`config.mk`:
```
export PLATFORM = sky130hd
export DESIGN_NAME = exec_unit
export DESIGN_NICKNAME = d
export VERILOG_FILES = /design/src/rtl/exec_pkg.sv /design/src/rtl/muldiv_iter.sv /design/src/rtl/exec_unit.sv
export SDC_FILE = /design/constraint.sdc
export NUM_CORES = 1
export LEC_CHECK = 0
export CORE_AREA = 2 2 174 176
export CTS_CLUSTER_SIZE = 12
export DETAILED_ROUTE_END_ITERATION = 8
export DIE_AREA = 0 0 176 178
export PLACE_DENSITY_LB_ADDON = 0.08
export REMOVE_ABC_BUFFERS = 1
export SLEW_MARGIN = 20
export SYNTH_ARGS = -nofsm -noshare
export SYNTH_HDL_FRONTEND = slang
export SYNTH_SLANG_ARGS = --single-unit
export TNS_END_PERCENT = 5
```
`constraint.sdc`:
```
create_clock -name clk_i -period 1.9 [get_ports clk_i]
set_input_delay 0.38 -clock clk_i [delete_from_list [all_inputs] [get_ports clk_i]]
set_output_delay 0.38 -clock clk_i [all_outputs]
set_load 0.02 [all_outputs]
```
`src/rtl/exec_pkg.sv`:
```
`default_nettype none
// exec_pkg: op-field encodings, FSM state type and decoded-op layout for the execute stage.
package exec_pkg;

   localparam logic [2:0] F3_ADD    = 3'b000;
   localparam logic [2:0] F3_SLL    = 3'b001;
   localparam logic [2:0] F3_SLT    = 3'b010;
   localparam logic [2:0] F3_SLTU   = 3'b011;
   localparam logic [2:0] F3_XOR    = 3'b100;
   localparam logic [2:0] F3_SR     = 3'b101;
   localparam logic [2:0] F3_OR     = 3'b110;
   localparam logic [2:0] F3_AND    = 3'b111;

   localparam logic [2:0] F3_MUL    = 3'b000;
   localparam logic [2:0] F3_MULH   = 3'b001;
   localparam logic [2:0] F3_MULHSU = 3'b010;
   localparam logic [2:0] F3_MULHU  = 3'b011;
   localparam logic [2:0] F3_DIV    = 3'b100;
   localparam logic [2:0] F3_DIVU   = 3'b101;
   localparam logic [2:0] F3_REM    = 3'b110;
   localparam logic [2:0] F3_REMU   = 3'b111;

   typedef enum logic [1:0] {
      S_IDLE = 2'd0,
      S_CALC = 2'd1,
      S_FIX  = 2'd2,
      S_DONE = 2'd3
   } state_t;

   typedef struct packed {
      logic       is_m;
      logic       f7b5;
      logic [2:0] funct3;
   } op_t;

endpackage
`default_nettype wire

```
`src/rtl/muldiv_iter.sv`:
```
`default_nettype none
// muldiv_iter: XLEN-step shift-add multiplier / restoring divider on operand magnitudes,
// followed by one FIX cycle that applies the result sign and selects the half.
module muldiv_iter
   import exec_pkg::*;
#(
   parameter int XLEN = 32
) (
   input  logic            clk_i,
   input  logic            res_i,
   input  logic            i_flush,
   input  logic            i_start,
   input  logic [2:0]      i_funct3,
   input  logic [XLEN-1:0] i_a,
   input  logic [XLEN-1:0] i_b,
   output logic            o_last,
   output logic            o_done,
   output logic [XLEN-1:0] o_result
);

   localparam int CW = $clog2(XLEN);

   logic              r_run;
   logic              r_fix;
   logic              r_neg;
   logic [2:0]        r_f3;
   logic [CW-1:0]     r_cnt;
   logic [XLEN-1:0]   r_hi;
   logic [XLEN-1:0]   r_lo;
   logic [XLEN-1:0]   r_b;

   logic              w_sgn_a;
   logic              w_sgn_b;
   logic              w_neg_a;
   logic              w_neg_b;
   logic [XLEN-1:0]   w_mag_a;
   logic [XLEN-1:0]   w_mag_b;
   logic [XLEN:0]     w_sum;
   logic [XLEN:0]     w_shift;
   logic              w_ge;
   logic [XLEN-1:0]   w_rem_nx;
   logic [2*XLEN-1:0] w_prod;

   assign w_sgn_a = (i_funct3 == F3_MULH) || (i_funct3 == F3_MULHSU) ||
                    (i_funct3 == F3_DIV)  || (i_funct3 == F3_REM);
   assign w_sgn_b = (i_funct3 == F3_MULH) || (i_funct3 == F3_DIV) || (i_funct3 == F3_REM);
   assign w_neg_a = w_sgn_a & i_a[XLEN-1];
   assign w_neg_b = w_sgn_b & i_b[XLEN-1];
   assign w_mag_a = w_neg_a ? -i_a : i_a;
   assign w_mag_b = w_neg_b ? -i_b : i_b;

   // Multiply: {hi,lo} holds partial product over the remaining multiplier bits.
   assign w_sum    = {1'b0, r_hi} + (r_lo[0] ? {1'b0, r_b} : '0);
   // Divide: hi is the partial remainder, lo shifts dividend out and quotient in.
   assign w_shift  = {r_hi, r_lo[XLEN-1]};
   assign w_ge     = w_shift >= {1'b0, r_b};
   assign w_rem_nx = w_ge ? XLEN'(w_shift - {1'b0, r_b}) : w_shift[XLEN-1:0];

   always_ff @(posedge clk_i or negedge res_i) begin
      if (!res_i) begin
         r_run <= 1'b0;
         r_fix <= 1'b0;
         r_neg <= 1'b0;
         r_f3  <= '0;
         r_cnt <= '0;
         r_hi  <= '0;
         r_lo  <= '0;
         r_b   <= '0;
      end else if (i_flush) begin
         r_run <= 1'b0;
         r_fix <= 1'b0;
      end else if (i_start) begin
         r_run <= 1'b1;
         r_fix <= 1'b0;
         r_cnt <= CW'(XLEN-1);
         r_f3  <= i_funct3;
         r_neg <= (i_funct3 == F3_REM) ? w_neg_a : (w_neg_a ^ w_neg_b);
         r_hi  <= '0;
         r_lo  <= w_mag_a;
         r_b   <= w_mag_b;
      end else if (r_run) begin
         if (r_f3[2]) begin
            r_hi <= w_rem_nx;
            r_lo <= {r_lo[XLEN-2:0], w_ge};
         end else begin
            r_hi <= w_sum[XLEN:1];
            r_lo <= {w_sum[0], r_lo[XLEN-1:1]};
         end
         if (r_cnt == '0) begin
            r_run <= 1'b0;
            r_fix <= 1'b1;
         end else begin
            r_cnt <= r_cnt - 1'b1;
         end
      end else begin
         r_fix <= 1'b0;
      end
   end

   assign w_prod = r_neg ? -{r_hi, r_lo} : {r_hi, r_lo};

   always_comb begin
      o_result = '0;
      case (r_f3)
         F3_MUL:                        o_result = w_prod[XLEN-1:0];
         F3_MULH, F3_MULHSU, F3_MULHU:  o_result = w_prod[2*XLEN-1:XLEN];
         F3_DIV, F3_DIVU:               o_result = r_neg ? -r_lo : r_lo;
         default:                       o_result = r_neg ? -r_hi : r_hi;
      endcase
   end

   assign o_last = r_run & (r_cnt == '0);
   assign o_done = r_fix;

endmodule
`default_nettype wire

```
`src/rtl/exec_unit.sv`:
```
`default_nettype none
// exec_unit: RV32I ALU + optional iterative RV32M execute stage with valid/ready in and out.
// Build macro EXEC_MULDIV_EN enables the multiply/divide datapath; otherwise M ops flag illeg_o.
module exec_unit
   import exec_pkg::*;
#(
   parameter int XLEN  = 32,
   parameter int TAG_W = 5
) (
   input  logic             clk_i,
   input  logic             res_i,
   input  logic             flush_i,
   input  logic             in_valid_i,
   output logic             in_ready_o,
   input  logic [4:0]       op_i,
   input  logic [XLEN-1:0]  a_i,
   input  logic [XLEN-1:0]  b_i,
   input  logic [TAG_W-1:0] tag_i,
   output logic             out_valid_o,
   input  logic             out_ready_i,
   output logic [XLEN-1:0]  result_o,
   output logic [TAG_W-1:0] tag_o,
   output logic             illeg_o,
   output logic             busy_o
);

   localparam int SW = $clog2(XLEN);

   state_t            r_state;
   logic [XLEN-1:0]   r_result;
   logic [TAG_W-1:0]  r_tag;
   logic              r_illeg;

   op_t               w_op;
   logic              w_accept;
   logic [SW-1:0]     w_shamt;
   logic [XLEN-1:0]   w_sra;
   logic [XLEN-1:0]   w_alu;

   assign w_op       = op_t'(op_i);
   assign in_ready_o = (r_state == S_IDLE) & ~flush_i;
   assign w_accept   = in_valid_i & in_ready_o;
   assign w_shamt    = b_i[SW-1:0];
   // Kept separate so the ternary below cannot strip the signedness of the shift.
   assign w_sra      = $signed(a_i) >>> w_shamt;

   always_comb begin
      w_alu = '0;
      case (w_op.funct3)
         F3_ADD:  w_alu = w_op.f7b5 ? (a_i - b_i) : (a_i + b_i);
         F3_SLL:  w_alu = a_i << w_shamt;
         F3_SLT:  w_alu = {{(XLEN-1){1'b0}}, ($signed(a_i) < $signed(b_i))};
         F3_SLTU: w_alu = {{(XLEN-1){1'b0}}, (a_i < b_i)};
         F3_XOR:  w_alu = a_i ^ b_i;
         F3_SR:   w_alu = w_op.f7b5 ? w_sra : (a_i >> w_shamt);
         F3_OR:   w_alu = a_i | b_i;
         default: w_alu = a_i & b_i;
      endcase
   end

`ifdef EXEC_MULDIV_EN
   logic            w_b_zero;
   logic            w_ovf;
   logic            w_special;
   logic [XLEN-1:0] w_special_res;
   logic            w_md_last;
   logic            w_md_done;
   logic [XLEN-1:0] w_md_result;

   // Divide-by-zero and signed overflow bypass the iteration entirely.
   assign w_b_zero      = (b_i == '0);
   assign w_ovf         = ((w_op.funct3 == F3_DIV) || (w_op.funct3 == F3_REM)) &&
                          (a_i == {1'b1, {(XLEN-1){1'b0}}}) && (&b_i);
   assign w_special     = w_op.funct3[2] & (w_b_zero | w_ovf);
   assign w_special_res = w_b_zero ? (w_op.funct3[1] ? a_i : '1)
                                   : (w_op.funct3[1] ? '0  : a_i);

   muldiv_iter #(.XLEN(XLEN)) u_muldiv (
      .clk_i    (clk_i),
      .res_i    (res_i),
      .i_flush  (flush_i),
      .i_start  (w_accept & w_op.is_m & ~w_special),
      .i_funct3 (w_op.funct3),
      .i_a      (a_i),
      .i_b      (b_i),
      .o_last   (w_md_last),
      .o_done   (w_md_done),
      .o_result (w_md_result)
   );
`endif

   always_ff @(posedge clk_i or negedge res_i) begin
      if (!res_i) begin
         r_state  <= S_IDLE;
         r_result <= '0;
         r_tag    <= '0;
         r_illeg  <= 1'b0;
      end else if (flush_i) begin
         r_state  <= S_IDLE;
      end else begin
         case (r_state)
            S_IDLE: begin
               if (w_accept) begin
                  r_tag <= tag_i;
                  if (!w_op.is_m) begin
                     r_state  <= S_DONE;
                     r_result <= w_alu;
                     r_illeg  <= 1'b0;
                  end else begin
`ifdef EXEC_MULDIV_EN
                     r_illeg  <= 1'b0;
                     if (w_special) begin
                        r_state  <= S_DONE;
                        r_result <= w_special_res;
                     end else begin
                        r_state  <= S_CALC;
                     end
`else
                     r_state  <= S_DONE;
                     r_result <= '0;
                     r_illeg  <= 1'b1;
`endif
                  end
               end
            end
`ifdef EXEC_MULDIV_EN
            S_CALC: begin
               if (w_md_last) r_state <= S_FIX;
            end
            S_FIX: begin
               if (w_md_done) begin
                  r_state  <= S_DONE;
                  r_result <= w_md_result;
               end
            end
`endif
            S_DONE: begin
               if (out_ready_i) r_state <= S_IDLE;
            end
            default: r_state <= S_IDLE;
         endcase
      end
   end

   assign out_valid_o = (r_state == S_DONE);
   assign busy_o      = (r_state != S_IDLE);
   assign result_o    = r_result;
   assign tag_o       = r_tag;
   assign illeg_o     = r_illeg;

endmodule
`default_nettype wire

```
Yosys cells after proc, flatten, opt, wreduce, memory -nomap -nowiden. Cells that the tools add are included.

Bits of input ports: 79. Word-level logic and storage cells: 40. Register bits: 40.

Shift operators: 3. $lt $le $gt $ge: 2. Add/subtract/negate cells: 2. Reduce and logical (&&, ||, !) cells: 5. Bitwise gates (word level): 6. Equal/unequal tests: 9. Mux-type cells: 9.

Operator list (count): $pmux 32 s7 (1); $mux 32 (3); $lt 32x32->1 (2); $add 32x32->32 (1); $and 32x32->32 (1); $or 32x32->32 (1); $shl 32x5->32 (1); $shr 32x5->32 (1); $sshr 32x5->32 (1); $sub 32x32->32 (1); $xor 32x32->32 (1); $eq 3x3->1 const B (3); $eq 3x2->1 const B (2); $mux 2 (3); $pmux 2 s2 (1); $eq 3x1->1 const B (1); $logic_not 3->1 (1); $ne 3x2->1 const B (1); $ne 3x3->1 const B (1); $reduce_and 3->1 (1); $and 1x1->1 (2); $eq 2x2->1 const B (1); $logic_not 2->1 (1); $reduce_and 2->1 (1); 3 further kinds (3).

Logic depth before layout (Yosys ltp). Gate-level depths: netlist of the first run.

Depth after elaboration: 6. Gate-level depth with buffers: 16.

Worst setup path before layout of the first run. OpenSTA, ideal clock, no wires.

Kind: input to register. Start point: in b_i[2]. End point: reg r_result[24], in the netlist result_o[24]. Required time: 1.774 ns. Path buffers: 5. Library setup time: 0.126 ns. Stages: 15. Data arrival time: 3.308 ns. Setup slack: -1.534 ns. Path through: buf_2 inv_1 buf_2 buf_2 buf_2 ha_1 buf_4 o21bai_1 a2111o_1 nand4b_1 a31oi_1 o211ai_2 a211o_1 xnor2_1 a221o_1.

Cells in the longest elaborated chain, start to end: 4.

RTL lines: from (decl) (line exec_unit.sv:17) `input logic [XLEN-1:0] b_i,`; $add 32x32->32 (tied with other cells) (line exec_unit.sv:50) `F3_ADD: w_alu = w_op.f7b5 ? (a_i - b_i) : (a_i + b_i);`; $mux 32, on equally long branches (line exec_unit.sv:50, exec_unit.sv:55); $pmux 32 s7 * (line exec_unit.sv:49) `case (w_op.funct3)`; $mux 32 * (line exec_unit.sv:105) `if (!w_op.is_m) begin`; to (signal assigned) (line exec_unit.sv:107) `r_result <= w_alu;`; to (decl) (line exec_unit.sv:30) `logic [XLEN-1:0] r_result;`.

Mark *: on every way between the ends. The rest lies on a longest branch, timed or not. A chain may end at the register's enable or synchronous reset.

Worst setup path in the final report of the first run.
Start point: in a_i[0]. End point: reg r_result[24], in the netlist result_o[24].

Cells in the longest elaborated chain, start to end: 4.

RTL lines: from (decl) (line exec_unit.sv:16) `input logic [XLEN-1:0] a_i,`; $add 32x32->32 (tied with other cells) (line exec_unit.sv:50); $mux 32, on equally long branches (line exec_unit.sv:50, exec_unit.sv:55); $pmux 32 s7 * (line exec_unit.sv:49); $mux 32 * (line exec_unit.sv:105).

Marked as above.

==> results of run 1 <==
## worst register-to-register path, cell delays in order (launching register included)
cell	delay (ns)
dfrtp_1	0.37
nor2_1	0.16
nand2_2	0.11
buf_12	0.16
nor2_1	0.29
buf_4	0.18
o21ai_0	0.09
a31oi_1	0.19
buf_4	0.16
a21oi_1	0.04
o21ai_1	0.08
## power breakdown
group | internal [uW] | switching, uW
registers | 956 | 82.5
logic | 2480 | 2770
clock network | 618 | 475
## registers in the layout (all words and copies together) (netlist names)
name / flops
tag_o: 5
r_state: 1
result_o: 32
illeg_o: 1
## worst paths after layout
check                          endpoint  depth (start not counted)   startpoint  slack, ns
max                        result_o[24]                         13       a_i[0]      -0.80
min                         result_o[4]                          1        res_i       0.02
max reg2reg                result_o[25]                         10   r_state[0]       0.02
min reg2reg                 result_o[2]                          2  result_o[2]       0.48
max in group asynchronous  result_o[31]                          2        res_i       1.35
min in group clk_i          result_o[2]                          2  result_o[2]       0.48
## final cells by class
cell class              instances  area [um^2]
clock inverters                 1        30.03
repair buffers                657         5461
fillers                      2846        12520
well taps                     390        488.0
clock buffers                   6        128.9
inverters                     115        437.9
multi-input cells            1200         9359
flip-flops and latches         39        975.9
## metal layers
metal	track usage	routed length, um	vias up
met4	0.1398	2389	2
li1	-	-	6487
met5	0	16	-
met3	0.06948	5628	132
met1	0.4962	24180	6785
met2	0.5656	24540	765
## stage by stage
| step | power (uW) | std cells | setup TNS (ns) |
|---|---|---|---|
| after floorplan | 3044 | 1354 | -46.95 |
| after global placement | 5699 | 2388 | -46.06 |
| after detailed placement | 5696 | 2388 | -46.12 |
| after CTS | 7206 | 2405 | -18.96 |
| after global routing | 7736 | 2408 | -22.74 |
| final | 7378 | 2408 | -19.80 |
## cells by family (layout without fill, tap and decap cells)
logic type,after synthesis,in the layout,synth area share
flip-flops,39,39,0.09552
XOR/XNOR,27,27,0.02314
AND/OR/NAND/NOR,438,438,0.1940
multiplexers,98,98,0.1286
buffers and inverters,236,779,0.09772
AO/OA/AOI/OAI,538,538,0.3384
adder cells (fa/ha/maj),99,99,0.1227
## repair_timing
action,in CTS,in global routing
resized for setup,297,52
pin swaps,81,34
gates cloned,1,0
hold endpoints to repair,0,0
buffers inserted,12,3
setup endpoints to repair,33,32
## cells in the final DEF, fill, tap and decap left out, drive strengths merged, types with 10 or more instances in the layout
| cell type | n |
|---|---|
| buf | 545 |
| nor2 | 164 |
| a21oi | 164 |
| o21ai | 139 |
| nand2 | 115 |
| inv | 114 |
| ha | 97 |
| clkdlybuf4s50 | 70 |
| mux2i | 51 |
| nor3 | 41 |
| dfrtp | 39 |
| dlygate4sd2 | 30 |
| a211oi | 30 |
| nand3 | 25 |
| mux4 | 24 |
| o211ai | 24 |
| mux2 | 23 |
| xnor2 | 22 |
| o221ai | 21 |
| nor2b | 18 |
| a21o | 17 |
| or3 | 16 |
| nand4 | 13 |
| nor4 | 13 |
| a31oi | 12 |
| nand2b | 12 |
| o31ai | 12 |
| a22o | 11 |
| a221oi | 11 |
| o22ai | 10 |
| o21bai | 10 |
==> run metrics, run 1 <==
final WL 56760 um; WL per Instance approximately 24 um; Core ar. between 0.02 and 0.03 mm^2; largest cells by area after synthesis ha_1 12%, dfrtp_1 9.6%, a21oi_1 7.9%; Max Slew Vio Count 0; CTS clk-pin slew, worst paths around 0.080 ns; clk_skew 0.01276 ns; Data arrival, critical path roughly 2.9 ns; Final Setup Violations 32; initial antenna violation count 1; Vias 14170; gr usage total 0.3631; Pleak roughly 0.0076 uW; Worst path slowest cell fa_2; FFs w/ async S/R, synth 1.000; die area 0.03133 mm^2; crit-path max FO 4; fmax 370.0 MHz; TritonRoute pass-1 iters 6; first-pass GRT wire length 85700 um; Setup CP Type input pin to flop; Largest delay share family, worst path compound AO/OA/AOI/OAI gates; number of global-route vias before repair about 14000; Synth area leader ha_1; number of nets in the layout ~2200; post-place setup slack -1.763 ns; most common cell in the netlist nor2_1; Commonest cells post-synth 164 x nor2_1, 161 x a21oi_1, 123 x o21ai_0, 115 x nand2_1, 112 x inv_1; Startpoint Class input pin; Synth Register Bits 39; minimum clock period 2.702 ns; RSZ-0062 raised after global routing yes; Syn Area/Cell 6.927 um^2; status finished with violations; CP required 2.11 ns; global placement routability congestion 0.9962; IO Count 120; Worst VDD drop 0.3347 mV; Ys Warns 0; crit-path max cell delay 0.39 ns; Final period util 1.422; Via density around 6; Slew HR 0.5412; pwr/cell area 437.1 mW/mm^2; CP endpoint kind flop; Final Core Density 0.5742; row count 63; post-synthesis cell area 0.01022 mm^2; GRT overflow 0; failing checks negative setup slack; clock buffer count from CTS 5; ys flop type dfrtp_1; crit-path cells buf_6, inv_2, ha_4, fa_2, o21bai_4, a2111o_1, nand4b_1, a31oi_1, buf_4, o211ai_4, a211o_1, xnor2_2, a221o_1; CP bufs+invs 3; PnR worst setup slack -0.8025 ns; Yosys top cell area share 0.1188; Hold Slack 0.01978 ns; Worst Hold Class input pin to asynchronous set/reset pin; fin area 0.01688 mm^2; share of post-route cells with drive strength above 1 0.4009; Initial Util 0.3475; clk_lat worst skew 0.32 ns; Layout area overhead 65.22%; Final ANT Viol Nets 0; n_diodes 0; CTS sink cnt 39; Die Span X 176 um; post-DP HPWL around 45000 um; hold buffers post-CTS 0; Post-synth EDFFs 0; Die Y approximately 180 um; DP Area 0.01541 mm^2; final hold violations 0; CTS max path bufs 2; Port Buffers 119; Syn Inst Count 1475; Root Driver clkbuf_16; max cap viols 0; Worst Tran Pin Value 0.6811 ns; register area share after synthesis 0.09552; largest net degree at the start of global routing 55; Netlist cell types 76; CTS tree done; Starting DRT DRC Count 1667; DRC 0; H-tree Lvls 2
(Power assumes the default switching activity.)
==> inputs of run 2 (changes only) <==
CELL_PAD_IN_SITES_DETAIL_PLACEMENT = 2   (was default)
CELL_PAD_IN_SITES_GLOBAL_PLACEMENT = 2   (was default)
CORE_AREA = 2 2 179 181   (was 2 2 174 176)
DIE_AREA = 0 0 181 183   (was 0 0 176 178)
==> run metrics, run 2 <==
Synth Register Bits 39; Halt Stage clock tree synthesis (4_1_cts); Commonest cells post-synth 164 x nor2_1, 161 x a21oi_1, 123 x o21ai_0, 115 x nand2_1, 112 x inv_1; Root Driver clkbuf_16; Ys Warns 0; Netlist cell types 76; Die Span X 181 um; ys flop type dfrtp_1; global placement routability congestion roughly 1.0; status aborted with a tool error; CTS max path bufs 2; post-place setup slack -2.122 ns; Syn Inst Count roughly 1500; Initial Util 0.3272; Synth area leader ha_1; Die Y 183 um; post-CTS setup buffers 26; FFs w/ async S/R, synth 1.000; clock buffer count from CTS 5; H-tree Lvls 2; hold buffers post-CTS 1; post-synthesis cell area 0.01022 mm^2; IO Count 120; largest cells by area after synthesis ha_1 12%, dfrtp_1 9.6%, a21oi_1 7.9%; Syn Area/Cell 6.927 um^2; Port Buffers 119; register area share after synthesis 0.09552; Post-synth EDFFs 0; CTS sink cnt 39; most common cell in the netlist nor2_1; # resized after CTS 254; row count 65; post-DP HPWL roughly 61000 um; Yosys top cell area share 0.1188; placed cells 2408; first error [ERROR DPL-0033] detailed placement checks failed during check placement.
==> run 2: cell counts after synthesis <==
No cell type changed its count.
==> run 2: cells by family after synthesis <==
kind of cell | after synthesis | synth area share
fa+ha+maj | 99 | 0.1227
buf+inv | 236 | 0.09772
compound gates | 538 | 0.3384
xor+xnor | 27 | 0.02314
mux | 98 | 0.1286
simple gates | 438 | 0.1940
flops | 39 | 0.09552
==> run 2: through the flow <==
stage / hold WS (ns) / instance area (um^2)
after detailed placement: 0.3358 / 15480
after global placement: 0.3381 / 15480
after floorplan: 0.08441 / 9651
==> inputs of run 3 (changes only) <==
CELL_PAD_IN_SITES_DETAIL_PLACEMENT = default   (was 2)
CELL_PAD_IN_SITES_GLOBAL_PLACEMENT = default   (was 2)
CORE_AREA = 2 2 230 232   (was 2 2 179 181)
CTS_CLUSTER_SIZE = default   (was 12)
DIE_AREA = 0 0 232 234   (was 0 0 181 183)
PLACE_DENSITY_LB_ADDON = 0.15   (was 0.08)
==> run metrics, run 3 (synthesis results as in run 1) <==
TritonRoute pass-1 iters 8; gr usage total 0.2317; DRC 0; Register Area around 980 um^2; Core ar. 0.05202 mm^2; Via density 5.076; CTS max path bufs 2; status finished with violations; Initial Util 0.1964; Comb pwr share 0.722; fmax 358.3 MHz; CTS sink cnt 39; Setup CP Type input pin to flop; Int Pwr 3980 uW; DP Area 0.01595 mm^2; Port Buffers 119; global placement routability congestion about 0.94; Worst Tran Pin Value 0.5789 ns; n_diodes 0; post-place setup slack -2.099 ns; Worst VDD drop 0.3837 mV; Die Span X about 230 um; CP endpoint kind flop; Max Slew Vio Count 0; Starting DRT DRC Count between 1000 and 1500; pwr/cell area 427.9 mW/mm^2; Final period util 1.469; RSZ-0062 raised after global routing yes; Data arrival, critical path 3.07 ns; Die Y 234 um; crit-path cells buf_12, ha_4, fa_2, o21bai_4, a2111o_1, nand4b_1, a31oi_1, buf_4, o211ai_4, a211oi_4, buf_4, nand3_2, a21oi_2, nand4b_1; Root Driver clkbuf_16; Final Non-Filler Cells 2743; IO Count 120; row count 84; total power 7470 uW; WL per Instance between 20 and 25 um; Slew HR 0.6087; PnR worst setup slack -0.8910 ns; CP required 2.17 ns; fin area 0.01746 mm^2; CTS clk-pin slew, worst paths 0.08 ns; first-pass GRT wire length around 93000 um; Layout area overhead 70.84%; number of global-route vias before repair about 14000; die area about 0.054 mm^2; crit-path max cell delay 0.39 ns; max FFs per register 32; final WL 63170 um; clk_lat worst skew 0.34 ns; Multi-input gate area 0.009384 mm^2; clock network fraction of design power 0.137; clock buffer count from CTS 5; P_sw 3490 uW; Fillers 5638; initial antenna violation count 0; number of nets in the layout 2232; CTS tree done; switching share of total power 0.4672; commonest non-fill, non-tap cell in the layout buf_4; Pleak 0.007693 uW; sequential fraction of design power 0.141; Final Setup Violations 32; Final ANT Viol Nets 0; minimum clock period 2.791 ns; Vias 13920; R2R cell count 8; crit-path max FO 4; Worst path slowest cell fa_2; post-DP HPWL 50700 um; final hold violations 0; H-tree Lvls 2; clk_skew 0.005252 ns; most frequent cells in the layout 548 x buf_4, 157 x nor2_1, 141 x a21oi_1, 112 x nand2_1, 106 x o21ai_0; largest net degree at the start of global routing 74; max cap viols 0; Worst Hold Class input pin to asynchronous set/reset pin; GRT overflow 0; failing checks negative setup slack; placed cells approximately 2700; Startpoint Class input pin; share of post-route cells with drive strength above 1 0.4151
-- run 3: through the flow --
step	hold slack [ns]	TNS (ns)	util
floorplan	0.08441	-46.95	-
global placement	0.4064	-53.33	0.3066
detailed placement	0.4037	-53.49	0.3066
CTS	0.03408	-21.01	0.3311
global route	0.05358	-25.06	0.3355
finish	0.03026	-21.54	0.3355
-- run 3: critical path, delay by kind of cell --
family                   cells  cell delay (ns)
AO/OA/AOI/OAI                6             1.22
adder cells (fa/ha/maj)      2             0.55
buffers and inverters        3             0.46
AND/OR/NAND/NOR              3             0.45
-- run 3: area by class of cell --
class / count / share of cell area
Sequential cell: 39 / 0.05591
Multi-Input combinational cell: 1200 / 0.5376
Clock inverter: 1 / 0.0002867
Inverter: 115 / 0.02523
Tap cell: 688 / 0.04932
Timing Repair Buffer: 693 / 0.3241
Clock buffer: 7 / 0.007598
-- run 3: final timing paths --
path | start | endpoint | slack (ns)
setup / recovery | b_i[0] | result_o[28] | -0.89
hold / removal | res_i | result_o[6] | 0.03
min in group clk_i | result_o[2] | result_o[2] | 0.49
setup reg to reg | r_state[0] | result_o[28] | -0.05
max in group asynchronous | res_i | result_o[25] | 1.60
hold reg to reg | result_o[2] | result_o[2] | 0.49
-- run 3: timing repair --
| action | CTS | global route |
|---|---|---|
| pin swaps | 64 | 12 |
| endpoints found under the setup margin | 33 | 32 |
| hold endpoints to repair | 0 | 0 |
| hold buffers | 0 | 0 |
| buffers inserted | 24 | 1 |
| gates resized for setup | 297 | 51 |
-- run 3: per-layer routing --
| metal | up-vias | wire length [um] | global-route usage | part of all wire |
|---|---|---|---|---|
| met5 | - | 0 | 0 | 0 |
| met4 | 0 | 1738 | 0.06691 | 0.028 |
| met3 | 77 | 3129 | 0.02408 | 0.050 |
| met2 | 465 | 29020 | 0.3795 | 0.46 |
| met1 | 6812 | 29280 | 0.3207 | 0.46 |
| li1 | 6570 | - | - | - |
-- run 3: power groups by stage --
stage / registers, uW / clock network [uW] / logic (uW)
after global routing: 1070 / 1080 / 5740
final: 1050 / 1020 / 5400
after global placement: 1070 / 0 / 4840
after CTS: 1050 / 1070 / 5250
after detailed placement: 1070 / 0 / 4820
after floorplan: 1200 / 0 / 1850
==> inputs of run 4 (changes only) <==
CTS_CLUSTER_DIAMETER = 200   (was default)
==> results of run 4 <==
The final DEF is identical to that of run 3; final timing and power are the same.
